<file path="src/rtl/apb_slv_pkg.sv">
// Shared types and default sizes for the APB completer memory.
// Defaults track the master bridge's address/data widths.
package apb_slv_pkg;

  typedef enum logic {
    IDLE   = 1'b0,
    ACCESS = 1'b1
  } state_t;

  localparam int APB_AW    = 9;
  localparam int APB_DW    = 8;
  localparam int APB_DEPTH = 64;

endpackage

</file>
<file path="src/rtl/apb_slv_regfile.sv">
// DEPTH x DATA_WIDTH register array, cleared by asynchronous reset.
// One synchronous write port and one combinational read port.
module apb_slv_regfile #(
  parameter int DATA_WIDTH = 8,
  parameter int DEPTH      = 64,
  parameter int IDX_W      = 6
) (
  input  logic                  pclk,
  input  logic                  preset,
  input  logic                  we,
  input  logic [IDX_W-1:0]      waddr,
  input  logic [DATA_WIDTH-1:0] wdata,
  input  logic [IDX_W-1:0]      raddr,
  output logic [DATA_WIDTH-1:0] rdata
);

  logic [DATA_WIDTH-1:0] mem [DEPTH];

  always_ff @(posedge pclk or posedge preset) begin
    if (preset) begin
      for (int i = 0; i < DEPTH; i++) mem[i] <= '0;
    end else if (we) begin
      mem[waddr] <= wdata;
    end
  end

  assign rdata = mem[raddr];

endmodule

</file>
<file path="src/rtl/apb_slave_mem.sv">
// APB3 completer fronting a word-addressed register memory.
// Define APB_SLV_WAIT_EN to insert WAIT_CYCLES wait states per transfer.
module apb_slave_mem
  import apb_slv_pkg::*;
#(
  parameter int ADDR_WIDTH  = APB_AW,
  parameter int DATA_WIDTH  = APB_DW,
  parameter int DEPTH       = APB_DEPTH,
  parameter int WAIT_CYCLES = 2
) (
  input  logic                  pclk,
  input  logic                  preset,
  input  logic                  psel,
  input  logic                  penable,
  input  logic                  pwrite,
  input  logic [ADDR_WIDTH-1:0] paddr,
  input  logic [DATA_WIDTH-1:0] pwdata,
  output logic [DATA_WIDTH-1:0] prdata,
  output logic                  pready,
  output logic                  pslverr
);

  localparam int          IDX_W   = (DEPTH > 1) ? $clog2(DEPTH) : 1;
  localparam logic [31:0] DEPTH_L = DEPTH;

  state_t                state;
  logic [ADDR_WIDTH-1:0] addr_q;
  logic                  wr_q;
  logic [DATA_WIDTH-1:0] wdata_q;
  logic [DATA_WIDTH-1:0] rd_word;
  logic                  setup;
  logic                  in_range;
  logic                  in_range_q;
  logic                  we;

  assign setup      = (state == IDLE) && psel && !penable;
  assign in_range   = 32'(paddr) < DEPTH_L;
  assign in_range_q = 32'(addr_q) < DEPTH_L;

`ifdef APB_SLV_WAIT_EN
  localparam int CNT_W = (WAIT_CYCLES > 0) ? $clog2(WAIT_CYCLES + 1) : 1;
  logic [CNT_W-1:0] cnt;
  assign pready = (state == ACCESS) && (cnt == '0);
`else
  logic unused_wait_cfg;
  assign unused_wait_cfg = (WAIT_CYCLES != 0);
  assign pready = (state == ACCESS);
`endif

  assign pslverr = pready && !in_range_q;
  assign we      = (state == ACCESS) && psel && penable && pready && wr_q && in_range_q;

  // Control: FSM, wait counter and registered read data
  always_ff @(posedge pclk or posedge preset) begin
    if (preset) begin
      state  <= IDLE;
      prdata <= '0;
`ifdef APB_SLV_WAIT_EN
      cnt    <= '0;
`endif
    end else begin
      case (state)
        IDLE: begin
          if (setup) begin
            state  <= ACCESS;
            prdata <= (!pwrite && in_range) ? rd_word : '0;
`ifdef APB_SLV_WAIT_EN
            cnt    <= CNT_W'(WAIT_CYCLES);
`endif
          end
        end
        ACCESS: begin
          if (!psel) begin
            state <= IDLE;
          end else if (penable) begin
`ifdef APB_SLV_WAIT_EN
            if (cnt != '0) cnt <= cnt - 1'b1;
            else           state <= IDLE;
`else
            state <= IDLE;
`endif
          end
        end
        default: state <= IDLE;
      endcase
    end
  end

  // Data: transfer attributes captured at setup, held through ACCESS
  always_ff @(posedge pclk) begin
    if (setup) begin
      addr_q  <= paddr;
      wr_q    <= pwrite;
      wdata_q <= pwdata;
    end
  end

  apb_slv_regfile #(
    .DATA_WIDTH (DATA_WIDTH),
    .DEPTH      (DEPTH),
    .IDX_W      (IDX_W)
  ) u_regfile (
    .pclk   (pclk),
    .preset (preset),
    .we     (we),
    .waddr  (addr_q[IDX_W-1:0]),
    .wdata  (wdata_q),
    .raddr  (paddr[IDX_W-1:0]),
    .rdata  (rd_word)
  );

endmodule

</file>
<file path="config.mk">
export PLATFORM = sky130hd
export DESIGN_NAME = apb_slave_mem
export DESIGN_NICKNAME = d
export VERILOG_FILES = /design/src/rtl/apb_slv_pkg.sv /design/src/rtl/apb_slv_regfile.sv /design/src/rtl/apb_slave_mem.sv
export SDC_FILE = /design/constraint.sdc
export NUM_CORES = 1
export LEC_CHECK = 0
export BUFFER_PORTS_ARGS = -buffer_cell sky130_fd_sc_hd__buf_4
export CELL_PAD_IN_SITES_DETAIL_PLACEMENT = 2
export CELL_PAD_IN_SITES_GLOBAL_PLACEMENT = 2
export CORE_ASPECT_RATIO = 0.7
export CORE_MARGIN = 8
export CORE_UTILIZATION = 45
export CTS_BUF_LIST = sky130_fd_sc_hd__clkbuf_8
export DETAILED_ROUTE_END_ITERATION = 8
export GPL_ROUTABILITY_DRIVEN = 0
export PLACE_DENSITY_LB_ADDON = 0.12
export REMOVE_ABC_BUFFERS = 1
export SYNTH_ARGS = -nofsm -noshare
export SYNTH_HDL_FRONTEND = slang
export SYNTH_HIERARCHICAL = 1
export SYNTH_SLANG_ARGS = --single-unit
</file>
<file path="constraint.sdc">
create_clock -name pclk -period 16.7 [get_ports pclk]
set_input_delay 0 -clock pclk [delete_from_list [all_inputs] [get_ports pclk]]
set_output_delay 0 -clock pclk [all_outputs]
set_load 0.05 [all_outputs]
</file>
Yosys cells after proc, flatten, opt, wreduce, memory -nomap -nowiden
Index checks and enable logic that the tools add are counted.

Bits in registers: 539. Input bits: 22.

$lt $le $gt $ge: 5. Mux-type cells: 11. Bitwise operators: 3. Reduce and logical (&&, ||, !) cells: 14.

Operators with widths (number): $bwmux W512 (1); $bmux W8 S6 (1); $demux W8 S6 (1); $mux W8 (4); $lt A9 B7 Y1 const B (2); $ge A7 B7 Y1 const B (2); $not A6 Y7 (2); $logic_and A1 B1 Y1 (10); $lt A7 B1 Y1 const B (1); $logic_not A1 Y1 (3); $mux W1 (3); $pmux W1 S2 (1); $reduce_and A2 Y1 (1); $not A1 Y1 (1).

Longest topological paths before layout
Gate-level depths: netlist (run 1).

Depth in word-level cells: 6. Gate-level depth with buffers: 10. Depth with buffers taken out: 7.

Cells and area by module
The synthesis (run 1) kept the hierarchy.

Modules (own cells, without submodules): apb_slv_regfile (times used 1, cells an instance 1508, area an instance 23463.8 sq um, seq. area each 12812.3 sq um); apb_slave_mem (times used 1, cells an instance 62, area an instance 1073.5 sq um, seq. area each 765.7 sq um).

Least setup slack after synthesis (run 1)
Ideal clock, no wire load.

Path type: register to register. Start: reg state, in the netlist pready. End: reg u_regfile/mem[160] (netlist bit). Setup time: 0.125 ns. Data arrival time: 2.482 ns. Required time: 16.575 ns. Setup slack: 14.094 ns. Stages on the path, launching flop included: 9. Buffers on the path: 2. Cell sequence: dfrtp_1 buf_2 nand4_1 nor4_1 buf_2 nor2b_1 nand3_1 nor2_1 mux2_2.

Word-level cells in the longest chain between the ends: 5.

RTL lines: start, declared (RTL line apb_slave_mem.sv:26) `state_t state;`; start signal, assigned (RTL line apb_slave_mem.sv:56) `state <= IDLE;`; start signal, assigned (RTL line apb_slave_mem.sv:65) `state <= ACCESS;`; start signal, assigned (RTL line apb_slave_mem.sv:74) `state <= IDLE;`; $logic_and A1 B1 Y1 (2 in series) (RTL line apb_slave_mem.sv:51) `assign we = (state == ACCESS) && psel && penable && pready && wr_q && in_range_q;`; $logic_and A1 B1 Y1 (*) (3 in series) (RTL line apb_slave_mem.sv:51); net we (RTL line apb_slave_mem.sv:34) `logic we;`; end signal, assigned by index (RTL line apb_slv_regfile.sv:23) `mem[waddr] <= wdata;`; end, declared (RTL line apb_slv_regfile.sv:17) `logic [DATA_WIDTH-1:0] mem [DEPTH];`.

The timed path passes the listed nets; every way through them passes the cells marked *. A chain may end at the register's enable or synchronous reset.

Worst setup path after layout (run 1)
Start: reg state, in the netlist pready. End: reg u_regfile/mem[124] (netlist bit).

The elaborated chain is that of the path after synthesis.

==> flow_summary.yaml, run 1 <==
status:
  status: "finished, final reports clean"
global_routing:
  grt_usage_pct: 23.2
  grt_pass1_vias: 16000
  antenna_found_initial: 2
  grt_overflow: 0
  grt_pass1_wl_um: 109000
  grt_max_degree: 163
timing:
  period_needed_ps: 3780
  fin_skew_ps: 20.1
  post-route-period-util_pct: 22.6
  fmax_ghz: 0.265
  setup_viol: 0
  slew_headroom_pct: 26.1
  drv_slew: 0
  holdWs_ps: 59.9
  rsz0062_at_grt: "no"
  fin_setup_tns_ps: 0
  worstMarginPinSlew_ps: 1100
  hold_violations: 0
yosys:
  ys_warn_count: 6
  syn_inst: 1570
  synth_edf_count: 18
  ys_ff_latch: 539
  yosys.cell_types.count: 48
  syn-cell-area_um2: 24500
  yosys_most_used_dff: "dfrtp_1"
  async_flop_share_pct: 96.7
  syn_avg_cell_area_um2: 15.6
  ys_seq_area_share_pct: 55.3
cells_and_area:
  antenna_cells: 0
  multi_input_area_um2: 10400
  nets: 1637
  regArea_um2: 13600
  stdcell_area_um2: 27300
  stdcell_count: 2411
  final_cell_mix: "dfrtp_1 (521), mux2_2 (513), mux4_2 (128)"
  area_delta_synth_final_pct: 11.3
  drive_gt1_share_pct: 50.7
  final_common_cell: "dfrtp_1"
  fillers: 4949
die:
  rows: 71
  core-area_um2: 53800
  io_pins: 32
  dieArea_um2: 62400
  start_util_pct: 45.6
  die_height_um: 211
  die_x_um: 295
placed_design:
  dpl.hpwl_um: 43400
  place_inst: 2232
  placed_area_um2: 25300
  portBuffers: 31
clock_network:
  clk_latency_ps: 680
  cts_buffers: 87
  clockBufferDepth: 3
  path_clk_slew_ps: 70
  clock-sinks: 539
  post-cts-setup-buffers: 0
  cts_max_level: 3
  cts_root_buffer: "clkbuf_8"
  cts_tree: "built"
detailed_routing:
  wl_per_cell_um: 29.4
  wl_um: 70800
  drt-vias-per-instance: 5.93
  vias: 14300
  drc: 0
  firstDrtPassIters: 5
  drt-initial-drc-count: 825
  postRouteAntennaNets: 0
critical_path:
  r2r-start: "pready"
  r2r-end: "u_regfile/mem[124]"
  crit_path_start_kind: "flop"
  critical_path_arrival_ps: 4320
  startpoint: "pready"
  reg2regPathDepth: 6
  cp.required_ps: 17250
  crit_fanout: 12
  reg2reg_slack_ps: 12920
  crit_type: "reg -> reg"
  end_kind: "flop"
pwr:
  vdd_drop_max_v: 0.0000589
  power_density_nw_per_um2: 95.6
  p_leak_nw: 13.1
  p_total_mw: 2.61
hold_path:
  hp-class: "in -> async"
flow_run:
  drv_cap: 0
==> metrics by stage <==
step | util (%) | setup WS, ps
6_report | 50.7 | 12920
5_1_grt | 50.7 | 12750
4_1_cts | 50.7 | 13030
3_5_place_dp | 47.0 | 13050
3_3_place_gp | 47.0 | 13140
2_1_floorplan | - | 2400
==> power breakdown <==
group	switching, mW	total, mW	internal [mW]
clock	0.541	1.16	0.622
combinational	0.0910	0.127	0.0358
sequential	0.00502	1.32	1.32
total	0.637	2.61	1.98
==> registers in the layout (all words and copies together) (netlist names) <==
| register | count |
|---|---|
| addr_q | 9 |
| u_regfile/mem | 512 |
| prdata | 8 |
| wr_q | 1 |
| pready | 1 |
| wdata_q | 8 |
==> layer usage <==
layer | GRT usage, % | part of all wire [%] | vias up
li1 | - | - | 5974
met1 | 35.7 | 50 | 7970
met2 | 34.4 | 45 | 263
met3 | 3.91 | 3.9 | 87
met4 | 5.31 | 1.6 | 2
met5 | 0 | 0.018 | -
==> worst max-delay path by stage <==
stage	endpoint	slack, ps	cells past startpoint
after floorplan	u_regfile/mem[0]	2400	1
after global placement	u_regfile/mem[33]	13140	6
after detailed placement	u_regfile/mem[38]	13050	6
after CTS	u_regfile/mem[35]	13030	6
after global routing	u_regfile/mem[35]	12750	6
final	u_regfile/mem[124]	12920	6
==> worst max-delay path, stage by stage, from the launching register on <==
cell,delay (ps)
dfrtp_1,590
nand4_1,160
nor4_1,740
nand2b_1,300
nor3_2,890
nand2_1,530
mux2_2,420
==> what timing repair did <==
item	4_1_cts	5_1_grt
hold buffers	24	0
endpoints found under the hold margin	173	0
gates resized for setup	0	0
==> area by class of cell <==
class | count | share of cell area (%)
clock buffers | 107 | 5.39
clock inverters | 48 | 1.02
inverters | 10 | 0.165
multi-input cells | 903 | 38.0
flip-flops and latches | 539 | 49.7
well taps | 730 | 3.34
repair buffers | 74 | 2.38
==> synthesized netlist by cell type, types with 3 or more instances <==
master / instances / area [µm²]
edfxtp_1: 18 / 541
mux2i_1: 20 / 200
a32o_1: 5 / 50.1
nor3_2: 4 / 40.0
buf_4: 3 / 22.5
mux2_2: 513 / 5780
clkbuf_1: 59 / 221
o21ai_1: 5 / 25.0
nand2_1: 45 / 169
or4bb_1: 6 / 67.6
a21oi_1: 7 / 35.0
o21ai_0: 7 / 35.0
dfrtp_1: 521 / 13000
o22ai_1: 15 / 93.8
or3b_2: 3 / 26.3
nor2_2: 21 / 131
a211oi_1: 5 / 37.5
o22ai_2: 8 / 100
nor4_1: 7 / 43.8
buf_2: 30 / 150
inv_1: 10 / 37.5
o221ai_1: 10 / 87.6
mux4_2: 128 / 2880
nand2b_1: 8 / 50.1
nor2_1: 28 / 105
nor2b_1: 11 / 68.8
buf_6: 8 / 90.1
a221oi_1: 6 / 52.6
buf_1: 18 / 67.6
nor3_1: 4 / 20.0
nand3_1: 11 / 55.1
==> logic make-up after synthesis <==
| group | share of synthesized area, % |
|---|---|
| AO/OA/AOI/OAI | 2.32 |
| buffers and inverters | 2.40 |
| flip-flops | 55.3 |
| multiplexers | 36.1 |
| AND/OR/NAND/NOR | 3.83 |
Power figures use the tool's default switching activity.
==> inputs of run 2 (changes only) <==
--- a/config.mk
+++ b/config.mk
@@ -10,7 +10,7 @@
 export CELL_PAD_IN_SITES_GLOBAL_PLACEMENT = 2
 export CORE_ASPECT_RATIO = 0.7
 export CORE_MARGIN = 8
-export CORE_UTILIZATION = 45
+export CORE_UTILIZATION = 44
 export CTS_BUF_LIST = sky130_fd_sc_hd__clkbuf_8
 export DETAILED_ROUTE_END_ITERATION = 8
 export GPL_ROUTABILITY_DRIVEN = 0
==> constraint.sdc (replaced) <==
create_clock -name pclk -period 3.1 [get_ports pclk]
set_input_delay 0 -clock pclk [delete_from_list [all_inputs] [get_ports pclk]]
set_output_delay 0 -clock pclk [all_outputs]
set_load 0.05 [all_outputs]
==> flow_summary.yaml, run 2 (synthesis results as in run 1) <==
status:
  status: "finished, final reports clean"
cells_and_area:
  final_cell_mix: "dfrtp_1 (521), mux2_2 (513), mux4_2 (128)"
  largest_reg_flops: 512
  reg_top3: "u_regfile/mem (512), addr_q (9)"
  regMostFlops: "u_regfile/mem"
  drive_gt1_share_pct: 52.3
  nets: 1692
  final_common_cell: "dfrtp_1"
  antenna_cells: 0
  fillers: 5027
  area_delta_synth_final_pct: 13.6
critical_path:
  crit_type: "in -> reg"
  r2r-end: "prdata[2]"
  end_kind: "flop"
  cp_top_family: "buffers and inverters"
  crit_fanout: 29
  crit_path_start_kind: "input pin"
  reg2regPathDepth: 8
  slowest_stage: "dlygate4sd3_1"
  crit_cells: 11
  reg2reg_slack_ps: 400
  startpoint: "paddr[2]"
  cp.required_ps: 3650
  crit_path_max_incr_delay_ps: 580
  crit_end: "prdata[2]"
  r2r-start: "u_regfile/mem[266]"
  worstPathCellList: "dlygate4sd3_1 > buf_4 > buf_4 > mux4_2 > nor2b_1 > a211oi_1 > nor4_1 > a22o_1 > nand4bb_1 > dlygate4sd3_1 > o22ai_2"
  cp_num_buf_inv: 4
  critical_path_arrival_ps: 3380
die:
  core-area_um2: 55100
  start_util_pct: 44.5
  io_pins: 32
  dieArea_um2: 63700
  rows: 72
  die_x_um: 298
  die_height_um: 214
global_routing:
  grt_pass1_wl_um: 113000
  antenna_found_initial: 4
  grt_overflow: 0
  grt_usage_pct: 23.6
  grt_max_degree: 98
  grt_pass1_vias: 16400
timing:
  rsz0062_at_grt: "no"
  drv_slew: 0
  hold_violations: 0
  post-route-period-util_pct: 91.3
  fin_skew_ps: 28.4
  worstMarginPinSlew_ps: 982
  holdWs_ps: 46.3
  period_needed_ps: 2830
  fin_setup_tns_ps: 0
  setup_viol: 0
  slew_headroom_pct: 34.4
  fmax_ghz: 0.353
pwr:
  p_int_mw: 10.7
  p_sw_share_pct: 24.8
  clkPwrFrac_pct: 44.6
  seqPwrFrac_pct: 50.1
  vdd_drop_max_v: 0.000321
  p_leak_nw: 13.4
  p_total_mw: 14.2
  pwr-share-comb_pct: 5.3
  power_density_nw_per_um2: 509
  p_switching_mw: 3.52
detailed_routing:
  drt-initial-drc-count: 837
  postRouteAntennaNets: 0
  wl_um: 73800
  drc: 0
  drt-vias-per-instance: 5.89
  firstDrtPassIters: 4
  wl_per_cell_um: 29.8
  vias: 14600
flow_run:
  drv_cap: 0
clock_network:
  clk_latency_ps: 690
  path_clk_slew_ps: 60
  post-cts-setup-buffers: 0
  cts_buffers: 89
  clockBufferDepth: 3
  cts_tree: "built"
  clock-sinks: 539
  cts_max_level: 3
  ctsResizeCount: 0
  cts_root_buffer: "clkbuf_8"
hold_path:
  hp-class: "in -> reg"
  hold_path_depth: 2
  hold_start: "pwdata[1]"
placed_design:
  dpl.hpwl_um: 46400
  portBuffers: 31
run 2: changes by cell type in the layout (fill, tap and decap cells not counted), sizes merged:
cell         previous run  this run
bufinv                  3         1
clkinv                  6        10
inv                    46        43
clkbuf                108       114
dlygate4sd3            24        26
buf                    49       100
run 2: routing by layer:
layer | wire, µm | vias to the layer above | global-route usage, % | part of all wire [%]
li1 | - | 6098 | - | -
met1 | 35400 | 8125 | 34.7 | 48
met2 | 34200 | 276 | 36.6 | 46
met3 | 2960 | 106 | 4.41 | 4.0
met4 | 1240 | 4 | 5.18 | 1.7
met5 | 27 | - | 0 | 0.037
run 2: worst min path at each step:
stage	slack, ps	to
floorplan	-170	prdata[0]
finish	50	wdata_q[1]
global placement	80	prdata[6]
global route	6	wdata_q[1]
CTS	3	wdata_q[5]
detailed placement	80	prdata[6]
run 2: repair_timing:
| item | CTS | global route |
|---|---|---|
| hold endpoints to repair | 125 | 1 |
| hold buffers | 25 | 1 |
| endpoints found under the setup margin | 0 | 0 |
run 2: area by class of cell:
cell class | count | area [µm²] | area share [%]
sequential | 539 | 13600 | 48.7
multi-input combinational | 903 | 10400 | 37.2
clock buffer | 113 | 1560 | 5.58
timing repair buffer | 127 | 1180 | 4.23
tap | 740 | 926 | 3.32
clock inverter | 47 | 226 | 0.812
inverter | 10 | 45.0 | 0.162
run 2: through the flow:
stage | cells | util (%) | worst slack [ps] | area, µm²
after floorplan | 1452 | - | -11200 | 24000
after global placement | 2293 | 46.9 | 475 | 25800
after detailed placement | 2293 | 46.9 | 451 | 25800
after CTS | 2478 | 50.5 | 260 | 27900
after global routing | 2479 | 50.6 | 233 | 27900
final | 2479 | 50.6 | 270 | 27900
run 2: power groups by stage:
stage | clock (mW) | combinational, mW | sequential, mW
floorplan | 0 | 0.282 | 7.29
global placement | 0 | 0.718 | 7.24
detailed placement | 0 | 0.733 | 7.25
CTS | 6.52 | 0.761 | 7.12
global route | 6.83 | 0.806 | 7.11
finish | 6.33 | 0.748 | 7.12
==> inputs of run 3 (changes only) <==
--- a/config.mk
+++ b/config.mk
@@ -9,7 +9,6 @@
 export CELL_PAD_IN_SITES_DETAIL_PLACEMENT = 2
 export CELL_PAD_IN_SITES_GLOBAL_PLACEMENT = 2
 export CORE_ASPECT_RATIO = 0.7
-export CORE_MARGIN = 8
 export CORE_UTILIZATION = 44
 export CTS_BUF_LIST = sky130_fd_sc_hd__clkbuf_8
 export DETAILED_ROUTE_END_ITERATION = 8
==> constraint.sdc (replaced) <==
create_clock -name pclk -period 2.4 [get_ports pclk]
set_input_delay 0 -clock pclk [delete_from_list [all_inputs] [get_ports pclk]]
set_output_delay 0 -clock pclk [all_outputs]
set_load 0.05 [all_outputs]
==> flow_summary.yaml, run 3 (synthesis results as in run 1) <==
clock_network:
  cts_tree: "built"
  clockBufferDepth: 3
  clock-sinks: 539
  cts_max_level: 3
  cts_root_buffer: "clkbuf_8"
  clk_latency_ps: 700
  path_clk_slew_ps: 60
  cts_buffers: 88
timing:
  slew_headroom_pct: 43.9
  post-route-period-util_pct: 99.9
  holdWs_ps: 290
  fin_setup_tns_ps: 0
  setup_viol: 0
  hold_violations: 0
  fmax_ghz: 0.417
  period_needed_ps: 2400
  drv_slew: 0
  fin_skew_ps: 33.7
  worstMarginPinSlew_ps: 842
cells_and_area:
  drive_gt1_share_pct: 54.8
  nets: 1797
  area_delta_synth_final_pct: 18.9
  largest_reg_flops: 512
  reg_top3: "u_regfile/mem (512), addr_q (9)"
  final_common_cell: "dfrtp_1"
  regMostFlops: "u_regfile/mem"
  final_cell_mix: "dfrtp_1 (521), mux2_2 (513), buf_4 (149)"
  stdcell_count: 2588
die:
  die_x_um: 284
  io_pins: 32
  start_util_pct: 44.5
  core-area_um2: 55100
  die_height_um: 200
  dieArea_um2: 56700
  rows: 72
critical_path:
  cp_top_family: "buffers and inverters"
  end_kind: "flop"
  cp.required_ps: 2950
  critical_path_arrival_ps: 2940
  slowest_stage: "dlygate4sd3_1"
  cp_num_buf_inv: 3
  crit_top_cell: "a211oi_1"
  crit_type: "in -> reg"
  worstPathCellList: "dlygate4sd3_1 > clkbuf_8 > buf_4 > mux4_2 > nor2b_1 > a211oi_1 > a211oi_1 > a311o_1 > or4bb_1 > o22ai_2"
  crit_path_start_kind: "input pin"
  crit_fanout: 18
  crit_path_max_incr_delay_ps: 550
pwr:
  vdd_drop_max_v: 0.000419
  p_leak_nw: 14.0
  power_density_nw_per_um2: 635
placed_design:
  place_inst: 2388
  dpl.hpwl_um: 48100
  portBuffers: 31
global_routing:
  grtUsageMet2_pct: 44.8
  grt_overflow: 0
  met3_usage_pct: 4.84
  grt_usage_pct: 28.0
  grt_pass1_wl_um: 116000
  grt_pass1_vias: 17300
  antenna_found_initial: 2
  grt.busiest_layer: "met2"
  grt_max_degree: 81
  use_met1_pct: 39.6
detailed_routing:
  wl_per_cell_um: 29.6
  firstDrtPassIters: 4
  postRouteAntennaNets: 0
  drt-vias-per-instance: 5.78
  vias: 15000
  drc: 0
  wl_um: 76500
  drt-initial-drc-count: 958
flow_run:
  drv_cap: 0
hold_path:
  hp-class: "in -> reg"
status:
  status: "finished, final reports clean"
==> run 3: cell type report <==
type	count	area, µm²
antenna	1	2.50
clock buffer	110	1510
clock inverter	52	275
fill	4965	26000
inverter	10	45.0
multi-input combinational	903	10400
sequential	539	13600
tap	740	926
timing repair buffer	233	2430
==> run 3: where the power goes <==
| group | switching (mW) | internal (mW) | total, mW | leakage (nW) |
|---|---|---|---|---|
| Sequential | 0.0231 | 9.16 | 9.19 | 7.45 |
| Clock | 3.91 | 4.35 | 8.25 | 1.05 |
| Combinational | 0.706 | 0.359 | 1.07 | 5.55 |
| Total | 4.64 | 13.9 | 18.5 | 14.0 |
==> run 3: per-layer routing <==
layer / routed length [µm] / up-vias
li1: - / 6299
met1: 35700 / 8248
met2: 36200 / 297
met3: 2900 / 110
met4: 1710 / 0
met5: 0 / -
==> run 3: final timing paths <==
path / start / end / slack (ps) / depth (start not counted)
max reg2reg: u_regfile/mem[264] / prdata[0] / 30 / 7
min reg2reg: u_regfile/mem[454] / u_regfile/mem[454] / 500 / 1
min in group asynchronous: preset / u_regfile/mem[419] / 580 / 4
max: paddr[1] / prdata[0] / 3 / 10
max in group asynchronous: preset / u_regfile/mem[117] / 980 / 5
min: paddr[3] / addr_q[3] / 290 / 2
==> run 3: metrics by stage <==
stage	setup WS (ps)	util (%)	cell area, µm²	total power [mW]
final	2.97	52.9	29200	18.5
after global placement	-25.4	48.9	27000	10.3
after detailed placement	-27.4	48.9	27000	10.4
after global routing	-25.4	52.9	29200	19.2
after CTS	29.8	52.8	29100	18.7
after floorplan	-11900	-	24000	9.78
==> run 3: timing repair <==
item	in CTS	in global routing
hold buffers	36	0
resized for setup	0	6
setup buffers	0	1
endpoints found under the hold margin	543	0
endpoints found under the setup margin	0	91
